## src/rtl/sd_arb_pkg.sv

```systemverilog
// sd_arb_pkg: shared state, owner and slot encodings for the SD port arbiter
package sd_arb_pkg;
  typedef enum logic [2:0] {
    ST_RST,
    ST_IDLE,
    ST_ISSUE,
    ST_XFER,
    ST_RELEASE
  } state_t;
  localparam logic [1:0] OWN_NONE = 2'd0;
  localparam logic [1:0] OWN_FD = 2'd1;
  localparam logic [1:0] OWN_HD = 2'd2;
  localparam int SLOT_FD0 = 0;
  localparam int SLOT_FD1 = 1;
  localparam int SLOT_HD = 2;
endpackage

```

## src/rtl/sd_rr_grant.sv

```systemverilog
// sd_rr_grant: two-way round-robin grant, floppy wins the first tie after reset
module sd_rr_grant (
  input  logic clk,
  input  logic rst,
  input  logic req_fd,
  input  logic req_hd,
  input  logic upd,
  input  logic upd_hd,
  output logic gnt_fd,
  output logic gnt_hd
);
  logic last_hd_q, last_hd_d;
  assign gnt_fd = req_fd && (!req_hd || last_hd_q);
  assign gnt_hd = req_hd && (!req_fd || !last_hd_q);
  // remember who was served last, updated once per finished transfer
  always_comb last_hd_d = upd ? upd_hd : last_hd_q;
  // last_grant starts as scsi so the floppy wins the first tie
  always_ff @(posedge clk) last_hd_q <= rst ? 1'b1 : last_hd_d;
endmodule

```

## src/rtl/sd_port_arbiter.sv

```systemverilog
// sd_port_arbiter: shares one SD host block port between floppy and SCSI requesters
import sd_arb_pkg::*;
module sd_port_arbiter #(
  parameter logic [23:0] TIMEOUT = 24'd4_000_000,
  parameter int NIMG = 3
) (
  input  logic            clk,
  input  logic            rst,
  input  logic [10:0]     fd_lba,
  input  logic [1:0]      fd_rd,
  input  logic [1:0]      fd_wr,
  output logic            fd_busy,
  output logic            fd_data_en,
  input  logic [7:0]      fd_data_out,
  input  logic [31:0]     hd_lba,
  input  logic            hd_rd,
  input  logic            hd_wr,
  output logic            hd_busy,
  output logic            hd_data_en,
  input  logic [7:0]      hd_data_out,
  output logic [31:0]     sd_lba,
  output logic [NIMG-1:0] sd_rd,
  output logic [NIMG-1:0] sd_wr,
  input  logic            sd_busy,
  input  logic            sd_data_en,
  output logic [7:0]      sd_data_out,
  output logic [1:0]      owner,
  output logic            timeout_err
);
  state_t state_q, state_d;
  logic [1:0] owner_q, owner_d;
  logic [31:0] lba_q, lba_d;
  logic [NIMG-1:0] slot_q, slot_d;
  logic wr_q, wr_d;
  logic [23:0] cnt_q, cnt_d;
  logic err_q, err_d;
  logic fd_req, hd_req, gnt_fd, gnt_hd, grant, issue, own_busy, xfer;
  logic [1:0] fd_sel;
  logic [NIMG-1:0] fd_slot;
  assign fd_req = |fd_rd || |fd_wr;
  assign hd_req = hd_rd || hd_wr;
  assign fd_sel = |fd_rd ? fd_rd : fd_wr;
  assign fd_slot = fd_sel[0] ? NIMG'(1) << SLOT_FD0 : NIMG'(1) << SLOT_FD1;
  assign grant = state_q == ST_IDLE && !sd_busy && (gnt_fd || gnt_hd);
  sd_rr_grant u_rr (
    .clk    (clk),
    .rst    (rst),
    .req_fd (fd_req),
    .req_hd (hd_req),
    .upd    (state_q == ST_RELEASE),
    .upd_hd (owner_q == OWN_HD),
    .gnt_fd (gnt_fd),
    .gnt_hd (gnt_hd)
  );
  // port ownership sequence: grant, wait for host busy, transfer, release
  always_comb begin
    state_d = state_q;
    owner_d = owner_q;
    lba_d = lba_q;
    slot_d = slot_q;
    wr_d = wr_q;
    cnt_d = cnt_q;
    err_d = err_q;
    case (state_q)
      ST_RST: state_d = ST_IDLE;
      ST_IDLE: if (grant) begin
        state_d = ST_ISSUE;
        owner_d = gnt_fd ? OWN_FD : OWN_HD;
        lba_d = gnt_fd ? {21'd0, fd_lba} : hd_lba;
        slot_d = gnt_fd ? fd_slot : NIMG'(1) << SLOT_HD;
        wr_d = gnt_fd ? !(|fd_rd) : !hd_rd;
        cnt_d = '0;
      end
      ST_ISSUE: if (sd_busy) state_d = ST_XFER;
        else if (cnt_q == TIMEOUT - 24'd1) begin
          state_d = ST_RELEASE;
          err_d = 1'b1;
        end else cnt_d = cnt_q + 24'd1;
      ST_XFER: if (!sd_busy) state_d = ST_RELEASE;
      ST_RELEASE: begin
        state_d = ST_IDLE;
        owner_d = OWN_NONE;
      end
      default: state_d = ST_RST;
    endcase
  end
  // state and latched request registers; reset abandons any host transfer
  always_ff @(posedge clk) begin
    if (rst) begin
      state_q <= ST_RST;
      owner_q <= OWN_NONE;
      lba_q <= '0;
      slot_q <= '0;
      wr_q <= 1'b0;
      cnt_q <= '0;
      err_q <= 1'b0;
    end else begin
      state_q <= state_d;
      owner_q <= owner_d;
      lba_q <= lba_d;
      slot_q <= slot_d;
      wr_q <= wr_d;
      cnt_q <= cnt_d;
      err_q <= err_d;
    end
  end
  assign issue = state_q == ST_ISSUE && !sd_busy;
  assign xfer = state_q == ST_XFER;
  assign own_busy = (state_q == ST_ISSUE || xfer) && sd_busy;
  assign sd_rd = issue && !wr_q ? slot_q : '0;
  assign sd_wr = issue && wr_q ? slot_q : '0;
  assign sd_lba = lba_q;
  assign fd_busy = state_q == ST_RST || (owner_q == OWN_FD ? own_busy : owner_q != OWN_NONE);
  assign hd_busy = state_q == ST_RST || (owner_q == OWN_HD ? own_busy : owner_q != OWN_NONE);
  assign fd_data_en = xfer && owner_q == OWN_FD && sd_data_en;
  assign hd_data_en = xfer && owner_q == OWN_HD && sd_data_en;
  assign sd_data_out = owner_q == OWN_HD ? hd_data_out : owner_q == OWN_FD ? fd_data_out : 8'd0;
  assign owner = owner_q;
  assign timeout_err = err_q;
endmodule

```

## config.mk

```make
export PLATFORM = sky130hd
export DESIGN_NAME = sd_port_arbiter
export DESIGN_NICKNAME = d
export VERILOG_FILES = /design/src/rtl/sd_arb_pkg.sv /design/src/rtl/sd_rr_grant.sv /design/src/rtl/sd_port_arbiter.sv
export SDC_FILE = /design/constraint.sdc
export NUM_CORES = 1
export LEC_CHECK = 0
export ABC_CLOCK_PERIOD_IN_PS = 3080
export CORE_MARGIN = 10
export CORE_UTILIZATION = 45
export CTS_CLUSTER_DIAMETER = 40
export DETAILED_ROUTE_END_ITERATION = 12
export PLACE_DENSITY_LB_ADDON = 0.25
export RECOVER_POWER = 100
export SETUP_SLACK_MARGIN = 0.2
export SLEW_MARGIN = 0
export SYNTH_ARGS = -nofsm -noshare
export SYNTH_HDL_FRONTEND = slang
export SYNTH_SLANG_ARGS = --single-unit
```

## constraint.sdc

```tcl
create_clock -name clk -period 3.08 [get_ports clk]
set_clock_uncertainty 0.2 [all_clocks]
set_input_delay 0.616 -clock clk [delete_from_list [all_inputs] [get_ports clk]]
set_output_delay 0.616 -clock clk [all_outputs]
set_load 0.02 [all_outputs]
```

# Word-level counts from Yosys, hierarchy flattened
# Cells that the tools add are included.
dict set report totals {
  rom_bits 0
  ramBits 0
  input_bits 69
  latchBits 0
  regBits 67
  word_cells 84
  output_inout_bits 53
  n_memories 0
}
dict set report op_classes {
  n_bitwise 1
  n_shift 0
  div 0
  n_reduce_logical 39
  n_addsub 1
  eq_ne 12
  n_lt_le_gt_ge 0
  mux 23
  n_mul 0
}
# op n
set op_table {}
lappend op_table {{two-way mux 24 bit} 3}
lappend op_table {{one-hot mux 24 bit (2 select lines)} 1}
lappend op_table {{two-way mux 32 bit} 1}
lappend op_table {{adder 24 x 1 -> 24 bit, second input constant} 1}
lappend op_table {{equality test 24 x 22 -> 1 bit, second input constant} 1}
lappend op_table {{two-way mux 3 bit} 7}
lappend op_table {{two-way mux 8 bit} 2}
lappend op_table {{logical AND 1 bit} 12}
lappend op_table {{one-hot mux 3 bit (4 select lines)} 1}
lappend op_table {{logical OR 1 bit} 8}
lappend op_table {{inequality test 2 bit, second input constant} 4}
lappend op_table {{logical NOT 1 bit} 7}
lappend op_table {{equality test 3 x 2 -> 1 bit, second input constant} 2}
lappend op_table {{two-way mux 2 bit} 3}
lappend op_table {{AND reduction 3 bit} 2}
lappend op_table {{nonzero test 2 bit} 3}
lappend op_table {{OR reduction 2 bit} 3}
lappend op_table {{two-way mux 1 bit} 4}
lappend op_table {{one-hot mux 2 bit (2 select lines)} 1}
lappend op_table {{AND reduction 2 bit} 2}
lappend op_table {{AND reduction 4 bit} 1}
lappend op_table {{equality test 3 x 1 -> 1 bit, second input constant} 1}
lappend op_table {{equality test 3 bit, second input constant} 1}
lappend op_table {{logical NOT 3 bit} 1}
lappend op_table {{other kinds (4)} 4}

# Depth between registers and ports, before layout
dict set report logic_depth {
  depth_word 9
  mapped_depth 8
  ltp_nobuf 6
}

# By module
# Synthesis repeated with hierarchy kept, for this count alone.
dict set report unflattened {
  cells_unflattened 425
  area_unflattened_um2 3484.6
}
# module seq_area_each_um2 n_inst area_each_um2 cells_per_inst
set by_module_without_submodules {}
lappend by_module_without_submodules {sd_port_arbiter 1321.3 1 3425.8 418}
lappend by_module_without_submodules {sd_rr_grant 20.0 1 58.8 7}

# Least setup slack after synthesis
# OpenSTA, ideal clock, no wires.
dict set report synth_timing {
  path_type {input to register}
  from {input sd_busy}
  to {register cnt_q[16]}
  path_stages 6
  slack_ns 0.686
  path_buffers 1
  arrival_time_ns 2.124
  cell_sequence {or4b_1 -> buf_2 -> o21bai_4 -> o211a_4 -> or4_1 -> a21oi_1}
}
dict set report synth_via {
  elab_chain_cells 5
}
# item line_no
set synth_rtl {}
lappend synth_rtl {{start: declaration} sd_port_arbiter.sv:24} ;# input logic sd_busy,
lappend synth_rtl {{logical NOT 1 bit} sd_port_arbiter.sv:44} ;# assign grant = state_q == ST_IDLE && !sd_busy && (gnt_fd || gnt_hd);
lappend synth_rtl {{logical AND 1 bit (2 in series)} sd_port_arbiter.sv:44}
lappend synth_rtl {{inequality test 2 bit (no line)} -}
lappend synth_rtl {{AND reduction 4 bit (no line) (*)} -}
lappend synth_rtl {{end signal: assignment} sd_port_arbiter.sv:103} ;# cnt_q <= cnt_d;
lappend synth_rtl {{end: declaration} sd_port_arbiter.sv:35} ;# logic [23:0] cnt_q, cnt_d;
# Mark *: on every way between the ends. The rest lies on a longest branch, timed or not.
# A chain may end at the register's enable or synchronous reset.

# Worst setup path after layout
dict set report layout_timing {
  from {input sd_busy}
  to {output sd_rd[0]}
}
dict set report layout_via {
  elab_chain_cells 4
}
# item line_no
set layout_rtl {}
lappend layout_rtl {{logical NOT 1 bit} sd_port_arbiter.sv:107} ;# assign issue = state_q == ST_ISSUE && !sd_busy;
lappend layout_rtl {{logical AND 1 bit} sd_port_arbiter.sv:107}
lappend layout_rtl {{logical AND 1 bit} sd_port_arbiter.sv:110} ;# assign sd_rd = issue && !wr_q ? slot_q : '0;
lappend layout_rtl {{two-way mux 3 bit} sd_port_arbiter.sv:110}
lappend layout_rtl {{end: declaration} sd_port_arbiter.sv:22} ;# output logic [NIMG-1:0] sd_rd,
# No other way between the ends.

==> out/results.ini <==
[floorplan]
rows = 31
die_area_um2 = 11300
die_h_um = 106
fp.dieW_um = 106
io_pins = 122
initial_core_util = 0.462
core_um2 = 7250

[detailed_routing]
vias = 3641
post_drt_wl_per_cell_um = 16.8
drc = 0
drtAntennaViolNets = 0
via_per_inst = 5.71
dr.first_iter.drc_count = 205
routed_wl_um = 10700
firstDrtPassIters = 5

[sta]
report.final.slew_viol_count = 0
finalHoldViolations = 0
slew_headroom = 0.350
fmax_ghz = 0.337
min_period_ns = 2.97
tns_ns = 0
finalSetupViolCount = 0
fin_crit_sh = 0.963
worst_slew_pin_slew_ns = 0.966
rsz0062_at_grt = yes

[cts]
root_buffer = clkbuf_8
cts-buffers-inserted = 9
cts_tree = built
hold_buffers = 0
clkTransAtPathRegs_ns = 0.08
clock_path_buffers = 2
clock_latency_ns = 0.35
post-cts-setup-buffers = 0
clock-sinks = 67
htreeDepth = 3

[setup_path]
critical_path.startpoint_type = input pin
cp_cell_sequence = dlygate4sd3_1 > or4b_4 > nor2_4 > and2_1 > clkbuf_2
slowest_stage = dlygate4sd3_1
crit_required_ns = 2.26
slowest_delay_ns = 0.57
critPathKind = input pin to primary output
cp_max_fo = 3
critical_path.endpoint_type = primary output
cp.arrival_ns = 2.15

[layout]
final_cells = 638
final_util = 0.666
diodes = 0
final_layout_size_suffix_gt1_frac = 0.0835
area_growth_pct = 44.1
nets = 604

[pwr]
peakVddDrop_uv = 233
p_leak_nw = 1.77
totalPowerFinal_mw = 1.95
p_per_area_nw_per_um2 = 404

[worst_hold_path]
hold_path.class = flop to flop

[yosys]
postSynthCellCount = 418
ys_ff_latch = 67
synth_area_leaders = dfxtp_1 (40%), a21oi_1 (6.4%), nand2_1 (4.5%)
synth_cell_type_count = 50
syn_area_um2 = 3350
avgSynthCellArea_um2 = 8.02
synth_edf_count = 0
yosysTopAreaCell = dfxtp_1
synth_most_common_cell = dfxtp_1
ys_warn_count = 0
yosys-top-cells-count = dfxtp_1 (67), a21oi_1 (43), nand2_1 (40), nor2_1 (39), nand3_1 (30)
synth.net_count = 488
yosysTopAreaCellShare = 0.400
postSynth.asyncResetShare = 0
ys_seq_area_frac = 0.400
ys.flop_type = dfxtp_1

[global_route]
track_usage = 0.179
grt_overflow = 0
grt_max_degree = 38
antenna_found_initial = 0
grt_pass1_wl_um = 16900
grt_pass1_vias = 3451

[place]
place.gp.congestion = 0.854
dp_cells = 622
portBuffers = 121
hpwl_um = 7920

[outcome]
outcome = completed

[flow_run]
maxCapViolCount = 0

-- timing repair --
| item | 4_1_cts | 5_1_grt |
|---|---|---|
| gates resized for setup | 16 | 12 |
| pin swaps | 0 | 0 |
| setup endpoints to repair | 16 | 14 |
-- cell type report --
class	count	area (um2)
Tap cell	99	124
Inverter	5	18.8
Sequential cell	67	1340
Multi-Input combinational cell	314	1870
Clock buffer	9	124
Clock inverter	7	51.3
Fill cell	616	2420
Timing Repair Buffer	137	1300
-- worst paths after layout --
check | start | end | slack, ns | depth (start not counted)
min | sd_lba[28] | sd_lba[28] | 0.25 | 2
max | sd_busy | sd_rd[0] | 0.11 | 5
min reg2reg | sd_lba[28] | sd_lba[28] | 0.25 | 2
max reg2reg | cnt_q[10] | cnt_q[1] | 0.21 | 6
-- stage by stage --
step,hold slack [ns],setup WS [ns],instance area [um2]
final,0.250,0.115,4830
after detailed placement,0.244,-0.231,4700
after global placement,0.238,-0.204,4700
after global routing,0.273,0.0991,4830
after floorplan,0.229,0.686,3350
after CTS,0.256,0.0535,4880
-- power by group --
part           internal (mW)  switching (mW)
registers              0.890          0.0214
clock network          0.296           0.367
logic                  0.185           0.191
total                   1.37           0.579
-- state kept, by name (all words and copies together) (netlist names) --
signal and count:
cnt_q 24, owner 2, sd_lba 32, slot_q 3
state_q 3, timeout_err 1, u_rr.last_hd_q 1, wr_q 1
-- placed cells by master, fill, tap and decap left out, drive strengths merged, types with 7 or more instances in the layout --
cell type / n
nand4: 7
nand3: 30
nand2: 40
inv: 7
a21oi: 43
buf: 14
nor3: 9
nor4: 7
a31oi: 9
o21ai: 23
a211oi: 14
nand2b: 7
nor2b: 12
clkbuf: 18
dfxtp: 67
and3: 7
dlygate4sd3: 44
a22o: 8
nor2: 39
clkdlybuf4s50: 66
mux2i: 12
-- logic make-up (layout without fill, tap and decap cells) --
group,count (synthesis),after routing,share of synthesized area
flops,67,67,0.400
buf+inv,37,158,0.0485
fa+ha+maj,1,1,0.00373
simple gates,181,181,0.281
mux,12,12,0.0358
compound gates,120,120,0.231
-- critical path, delay by kind of cell --
family / cells / cell delay (ns)
AND/OR/NAND/NOR: 3 / 0.78
buffers and inverters: 2 / 0.75
-- layer usage --
metal  routed length, um  global-route usage  vias up  share of wire
li1                    -                   -     1763              -
met1                4430               0.208     1697           0.41
met2                5120               0.292      158           0.48
met3                 933              0.0707       23          0.087
met4                 238              0.0667        0          0.022
met5                   0                   0        -              0
Note: power is estimated with default switching activity, not from simulation.
